--- config.mk ---
export PLATFORM = sky130hd
export DESIGN_NAME = cpu_sequencer
export DESIGN_NICKNAME = d
export VERILOG_FILES = /design/src/rtl/cpu_sequencer_pkg.sv /design/src/rtl/cpu_sequencer_pointer.sv /design/src/rtl/cpu_sequencer.sv
export SDC_FILE = /design/constraint.sdc
export NUM_CORES = 1
export LEC_CHECK = 0
export CAP_MARGIN = 10
export CORE_MARGIN = 2
export CORE_UTILIZATION = 45
export CTS_CLUSTER_DIAMETER = 30
export DETAILED_ROUTE_END_ITERATION = 12
export PLACE_DENSITY = 0.89
export SLEW_MARGIN = 40
export SYNTH_ARGS = -nofsm -noshare
export SYNTH_HDL_FRONTEND = slang
export SYNTH_HIERARCHICAL = 1
export SYNTH_SLANG_ARGS = --single-unit
--- constraint.sdc ---
create_clock -name clk -period 7.3 [get_ports clk]
set_input_delay 1.46 -clock clk [delete_from_list [all_inputs] [get_ports clk]]
set_output_delay 1.46 -clock clk [all_outputs]
set_load 0.02 [all_outputs]
--- src/rtl/cpu_sequencer_pkg.sv ---
// Shared definitions for the multi-cycle CPU control path.
//   OP_*        4-bit decoded opcodes (OP_HALT added for the HALT state)
//   seq_state_t FSM state encoding, visible on cpu_sequencer.state
//   seq_strb_t  one-hot control strobes driven by the FSM
package cpu_sequencer_pkg;

  localparam int NIB_SIZE = 4;

  localparam logic [NIB_SIZE-1:0] OP_NOP    = 4'h0;
  localparam logic [NIB_SIZE-1:0] OP_LOADLO = 4'h1;
  localparam logic [NIB_SIZE-1:0] OP_LOADHI = 4'h2;
  localparam logic [NIB_SIZE-1:0] OP_STORE  = 4'h3;
  localparam logic [NIB_SIZE-1:0] OP_LOAD   = 4'h4;
  localparam logic [NIB_SIZE-1:0] OP_JMP    = 4'h5;
  localparam logic [NIB_SIZE-1:0] OP_BR     = 4'h6;
  localparam logic [NIB_SIZE-1:0] OP_IN     = 4'h7;
  localparam logic [NIB_SIZE-1:0] OP_OUT    = 4'h8;
  localparam logic [NIB_SIZE-1:0] OP_HALT   = 4'hF;

  typedef enum logic [2:0] {
    S_RESET    = 3'd0,
    S_FETCH    = 3'd1,
    S_REGLOAD  = 3'd2,
    S_ALU      = 3'd3,
    S_MEM      = 3'd4,
    S_REGSTORE = 3'd5,
    S_NEXT     = 3'd6,
    S_HALT     = 3'd7
  } seq_state_t;

  typedef struct packed {
    logic rst;
    logic fetch;
    logic regload;
    logic aluop;
    logic memload;
    logic memstore;
    logic regstore;
    logic next;
  } seq_strb_t;

endpackage

--- src/rtl/cpu_sequencer_pointer.sv ---
// seq_pointer: instruction pointer register with its adjustment mux.
//   clk, reset_n  clock / async active-low reset (loads RESET_VECTOR)
//   advance       apply the adjustment on this edge (the NEXT state)
//   opcode        selects jump / branch behaviour
//   bigval        signed offset, sign-extended to PTR_WIDTH
//   cond_val      branch condition, taken when non-zero
//   pointer       current instruction address
// Kept free of FSM knowledge so a pipelined core can reuse it directly.
module seq_pointer
  import cpu_sequencer_pkg::*;
#(
  parameter int                   WORD_SIZE    = 16,
  parameter int                   BYTE_SIZE    = 8,
  parameter int                   PTR_WIDTH    = 16,
  parameter logic [PTR_WIDTH-1:0] RESET_VECTOR = '0
) (
  input  logic                  clk,
  input  logic                  reset_n,
  input  logic                  advance,
  input  logic [NIB_SIZE-1:0]   opcode,
  input  logic [BYTE_SIZE-1:0]  bigval,
  input  logic [WORD_SIZE-1:0]  cond_val,
  output logic [PTR_WIDTH-1:0]  pointer
);

  logic                 take;
  logic [PTR_WIDTH-1:0] adj;

  assign take = (opcode == OP_JMP) || ((opcode == OP_BR) && (cond_val != '0));
  // Size cast of a signed value sign-extends; the add then wraps mod 2^PTR_WIDTH.
  assign adj  = take ? PTR_WIDTH'($signed(bigval)) : PTR_WIDTH'(1);

  always_ff @(posedge clk or negedge reset_n) begin
    if (!reset_n)     pointer <= RESET_VECTOR;
    else if (advance) pointer <= pointer + adj;
  end

endmodule

--- src/rtl/cpu_sequencer.sv ---
// cpu_sequencer: control FSM and instruction pointer for the multi-cycle CPU.
// Steps each instruction through FETCH/REGLOAD/ALU/MEM/REGSTORE/NEXT, with
// ready/valid stalls on fetch (instr_valid) and port I/O (port_req/port_ack),
// plus a HALT state that only reset_n leaves.
//   clk, reset_n       clock / async active-low reset
//   opcode, isaluop    decoded instruction class
//   bigval, cond_val   branch/jump offset and branch condition
//   instr_valid        fetch data valid
//   port_ack           port transfer complete (ignored outside MEM)
//   pointer            current instruction address
//   do_*               one-hot control strobes
//   port_req           port transfer pending (MEM)
//   halted             core in HALT
//   port_err           sticky port timeout flag
//   state              FSM state encoding
// Build option SEQ_PORT_TIMEOUT_EN: abandon a port wait after PORT_TIMEOUT
// un-acked MEM cycles and raise port_err. Undefined: MEM waits forever.
module cpu_sequencer
  import cpu_sequencer_pkg::*;
#(
  parameter int                   WORD_SIZE    = 16,
  parameter int                   BYTE_SIZE    = 8,
  parameter int                   PTR_WIDTH    = 16,
  parameter logic [PTR_WIDTH-1:0] RESET_VECTOR = '0,
  parameter int                   PORT_TIMEOUT = 15
) (
  input  logic                  clk,
  input  logic                  reset_n,
  input  logic [NIB_SIZE-1:0]   opcode,
  input  logic                  isaluop,
  input  logic [BYTE_SIZE-1:0]  bigval,
  input  logic [WORD_SIZE-1:0]  cond_val,
  input  logic                  instr_valid,
  input  logic                  port_ack,
  output logic [PTR_WIDTH-1:0]  pointer,
  output logic                  do_fetch,
  output logic                  do_regload,
  output logic                  do_aluop,
  output logic                  do_memload,
  output logic                  do_memstore,
  output logic                  do_regstore,
  output logic                  do_next,
  output logic                  do_reset,
  output logic                  port_req,
  output logic                  halted,
  output logic                  port_err,
  output logic [2:0]            state
);

  seq_state_t cur_st, nxt_st;
  seq_strb_t  strb;
  logic       mem_done;

  // A timeout below one cycle would leave MEM without ever sampling port_ack.
  if (PORT_TIMEOUT < 1) begin : g_bad_port_timeout
  end

  always_ff @(posedge clk or negedge reset_n) begin
    if (!reset_n) cur_st <= S_RESET;
    else          cur_st <= nxt_st;
  end

  always_comb begin
    nxt_st   = cur_st;
    strb     = '0;
    port_req = 1'b0;
    halted   = 1'b0;
    case (cur_st)
      S_RESET: begin
        strb.rst = 1'b1;
        nxt_st   = S_FETCH;
      end
      S_FETCH: begin
        strb.fetch = 1'b1;
        if (instr_valid) nxt_st = S_REGLOAD;
      end
      S_REGLOAD: begin
        strb.regload = 1'b1;
        if (opcode == OP_HALT)                          nxt_st = S_HALT;
        else if (isaluop)                               nxt_st = S_ALU;
        else if (opcode == OP_IN || opcode == OP_OUT)   nxt_st = S_MEM;
        else if (opcode == OP_LOADLO || opcode == OP_LOADHI) nxt_st = S_REGSTORE;
        else                                            nxt_st = S_NEXT;
      end
      S_ALU: begin
        strb.aluop = 1'b1;
        nxt_st     = S_REGSTORE;
      end
      S_MEM: begin
        port_req      = 1'b1;
        strb.memload  = (opcode == OP_IN);
        strb.memstore = (opcode == OP_OUT);
        if (mem_done) nxt_st = (opcode == OP_IN) ? S_REGSTORE : S_NEXT;
      end
      S_REGSTORE: begin
        strb.regstore = 1'b1;
        nxt_st        = S_NEXT;
      end
      S_NEXT: begin
        strb.next = 1'b1;
        nxt_st    = S_FETCH;
      end
      S_HALT: begin
        halted = 1'b1;
      end
      default: nxt_st = S_RESET;
    endcase
  end

`ifdef SEQ_PORT_TIMEOUT_EN
  localparam int CNT_W = $clog2(PORT_TIMEOUT + 1);

  logic [CNT_W-1:0] wait_cnt;
  logic             timeout;

  // wait_cnt holds the number of un-acked MEM cycles already spent; an ack on
  // the expiring cycle wins, so it completes normally without an error.
  assign timeout  = (cur_st == S_MEM) && !port_ack &&
                    (wait_cnt == CNT_W'(PORT_TIMEOUT - 1));
  assign mem_done = port_ack || timeout;

  always_ff @(posedge clk or negedge reset_n) begin
    if (!reset_n) begin
      wait_cnt <= '0;
      port_err <= 1'b0;
    end else begin
      if (cur_st != S_MEM) wait_cnt <= '0;
      else if (!port_ack)  wait_cnt <= wait_cnt + 1'b1;
      if (timeout) port_err <= 1'b1;
    end
  end
`else
  assign mem_done = port_ack;
  assign port_err = 1'b0;
`endif

  seq_pointer #(
    .WORD_SIZE    (WORD_SIZE),
    .BYTE_SIZE    (BYTE_SIZE),
    .PTR_WIDTH    (PTR_WIDTH),
    .RESET_VECTOR (RESET_VECTOR)
  ) u_ptr (
    .clk      (clk),
    .reset_n  (reset_n),
    .advance  (cur_st == S_NEXT),
    .opcode   (opcode),
    .bigval   (bigval),
    .cond_val (cond_val),
    .pointer  (pointer)
  );

  assign do_reset    = strb.rst;
  assign do_fetch    = strb.fetch;
  assign do_regload  = strb.regload;
  assign do_aluop    = strb.aluop;
  assign do_memload  = strb.memload;
  assign do_memstore = strb.memstore;
  assign do_regstore = strb.regstore;
  assign do_next     = strb.next;
  assign state       = cur_st;

endmodule
==> reports/metrics.yaml <==
status: "completed"
gp_congestion: 0.8580
period_share: 0.6408
fp-row-count: 22
syn_to_final_growth_pct: 37.52
fin_setup_tns_ns: 0
synth_top_area_frac: 0.2726
grt_pass1_vias: 1641
power.density_nw_per_um2: 343.7
synth.avg_cell_area_um2: 9.377
syn_area_um2: 1744
p_clk_frac: 0.088
power.switching_mw: 0.3634
clock_latency_ns: 0.25
synth_cell_types: 50
synth-edff-count: 0
intPower_mw: 0.4611
rr_startpoint: "u_ptr/pointer[0]"
antenna_found_initial: 0
insertedDiodeCount: 0
finalCriticalPeriod_ns: 4.678
syn_inst: 186
slew_violations: 0
synth.net_count: 235
gr-total-overflow: 0
synthArstFlopShare: 1.000
r2r_slack_ns: 4.74
ys_top_cells_by_area: "dfrtp_1, ha_1, mux2_2"
worst-setup-path-type: "input port to register"
vias_per_cell: 5.534
grt_usage: 0.2096
cellLeakagePower_nw: 1.055
clockBufferDepth: 2
post-dp-hpwl_mm: 3.357
cts_hold_buf: 0
p_total_mw: 0.8245
netSwitchingFraction: 0.4408
tritoncts: "yes"
maxCapViolCount: 0
first_pass_iters: 4
numClockSinks: 19
vias: 1605
fp.coreArea_um2: 3689
timing.final.ws_setup_ns: 2.622
worstHoldPathType: "register to register"
cp.arrival_ns: 4.82
timing.fmax_mhz: 213.8
wl_per_cell_um: 14.99
fin_nets: 292
path_clk_slew_ns: 0.07
endpoint_kind: "register"
ys_warn_count: 6
h-tree-depth: 1
die_h_um: 66.26
root_buffer: "clkbuf_8"
fp.dieArea_um2: 4390
reg2reg_to: "u_ptr/pointer[12]"
io_buffers: 61
crit_required_ns: 7.44
dp_slack_ns: 2.421
drive_gt1_frac: 0.1240
routed_wl_mm: 4.348
antenna_left: 0
startpoint_type: "input port"
dieWidth_um: 66.26
hp-start: "u_ptr/pointer[15]"
synth-main-ff-cell: "dfrtp_1"
grt_max_degree: 21
finalHoldViolCount: 0
crit_fanout: 10
ys_seq_area_frac: 0.2726
fin_skew_ns: 0.004372
drc: 0
drt_iter0_drc: 60
numCtsBuffers: 3
hold_end: "u_ptr/pointer[15]"
final_util: 0.6503
grt_pass1_wl_mm: 7.182
grt_setup_unrepaired: "no"
cts_setup_buffers: 0
initial_core_util: 0.4729
cts_resized: 0
combPwrFrac: 0.650
power_frac_seq: 0.262
setup_viol: 0
worstRegToRegCells: 8
ys_seq_elements: 19
whs_path_depth: 1
synth_top_area_cell: "dfrtp_1"
fin_hold_ws_ns: 0.5083
nFillCells: 318
ioPinCount: 63
ir_drop_mv: 0.2416
==> metal layers <==
metal | vias up | GRT usage | part of all wire
met5 | - | 0 | 0
met4 | 0 | 0.06633 | 0.014
met3 | 6 | 0.02896 | 0.045
met2 | 52 | 0.3775 | 0.51
met1 | 750 | 0.2550 | 0.43
li1 | 797 | - | -
==> power by group through the flow <==
stage / Combinational (mW) / Clock [mW] / Sequential [mW]
final: 0.536 / 0.0727 / 0.216
after global routing: 0.579 / 0.0794 / 0.226
after CTS: 0.535 / 0.0758 / 0.217
after detailed placement: 0.531 / 0 / 0.218
after global placement: 0.519 / 0 / 0.216
after floorplan: 0.311 / 0 / 0.251
==> registers in the layout, indices dropped and copies added (netlist names) <==
register and count:
u_ptr/pointer 16, state 3
==> worst max-delay path, cell delays in order <==
cell and delay, ns:
clkdlybuf4s50_1 0.55, nand2b_1 0.21, a41oi_1 0.16, o211a_2 0.31
nand2b_1 0.09, ha_1 0.23, fa_1 0.44, a211oi_2 0.34
o211ai_2 0.16, a41oi_2 0.30, o21bai_1 0.14, xor2_1 0.15
mux2_2 0.27
==> worst max-delay path by stage <==
stage | cells after the start | to | start | slack (ns)
after detailed placement | 13 | u_ptr/pointer[12] | opcode[0] | 2.42
final | 13 | u_ptr/pointer[12] | opcode[0] | 2.62
after global routing | 13 | u_ptr/pointer[12] | opcode[0] | 2.43
after CTS | 13 | u_ptr/pointer[12] | opcode[0] | 2.69
after global placement | 13 | u_ptr/pointer[12] | opcode[0] | 2.57
after floorplan | 11 | u_ptr/pointer[12] | cond_val[2] | 3.25
==> layout by cell type (no fill, tap or decap), drive strengths merged, types with 3 or more instances in the layout <==
cell type / Yosys / final
nand4: 4 / 4
nand2b: 3 / 3
clkbuf: 4 / 3
xnor2: 10 / 10
nor2: 10 / 10
inv: 5 / 5
nand2: 9 / 9
o211ai: 4 / 4
xor2: 4 / 4
nor4: 4 / 4
nor3: 4 / 4
and2: 9 / 9
mux2: 13 / 13
a21o: 9 / 9
and3: 3 / 3
clkdlybuf4s50: 0 / 60
o21ai: 10 / 10
dfrtp: 19 / 19
a211oi: 4 / 4
a21oi: 13 / 13
ha: 15 / 15
==> area by class of cell <==
cell class	count	area [µm²]	area share
Tap cell	48	60.06	0.02504
Clock buffer	3	41.29	0.01721
Clock inverter	1	5.005	0.002087
Timing Repair Buffer	61	605.6	0.2525
Multi-Input combinational cell	153	1192	0.4971
Sequential cell	19	475.5	0.1982
Inverter	5	18.77	0.007825
==> kinds of logic (layout without fill, tap and decap cells) <==
group	count (synthesis)	in the layout	synth area share
xor gates and xnor gates	14	14	0.07030
muxes	14	14	0.09182
DFF	19	19	0.2726
adders and majority gates	16	16	0.1191
and+or+nand+nor	56	56	0.1844
buffers and inverters	14	70	0.04447
AOI/OAI and AO/OA	52	52	0.2152
other	1	1	0.002150
==> cells in the mapped netlist, types with 2 or more instances <==
master,count
o21ai_0,7
dfrtp_1,19
nor4b_1,2
o211ai_2,2
nor3_1,4
nand4_1,4
and2_1,9
buf_6,2
a21oi_1,12
nand2_1,9
mux2_2,12
nand2b_1,3
o21bai_1,2
a21o_1,9
o211ai_1,2
and3_1,2
a211oi_2,2
inv_1,5
nor4_1,4
a211oi_1,2
xnor2_1,10
ha_1,15
buf_4,2
o21ai_1,3
clkbuf_1,3
o22ai_1,2
nor2b_1,2
nand3_1,2
nor2_1,10
xor2_1,4
==> metrics by stage <==
step,instances,instance area (µm²)
floorplan,186,1744
global placement,286,2356
detailed placement,286,2351
CTS,290,2397
global route,290,2399
finish,290,2399
Note: power is estimated with default switching activity, not from simulation.
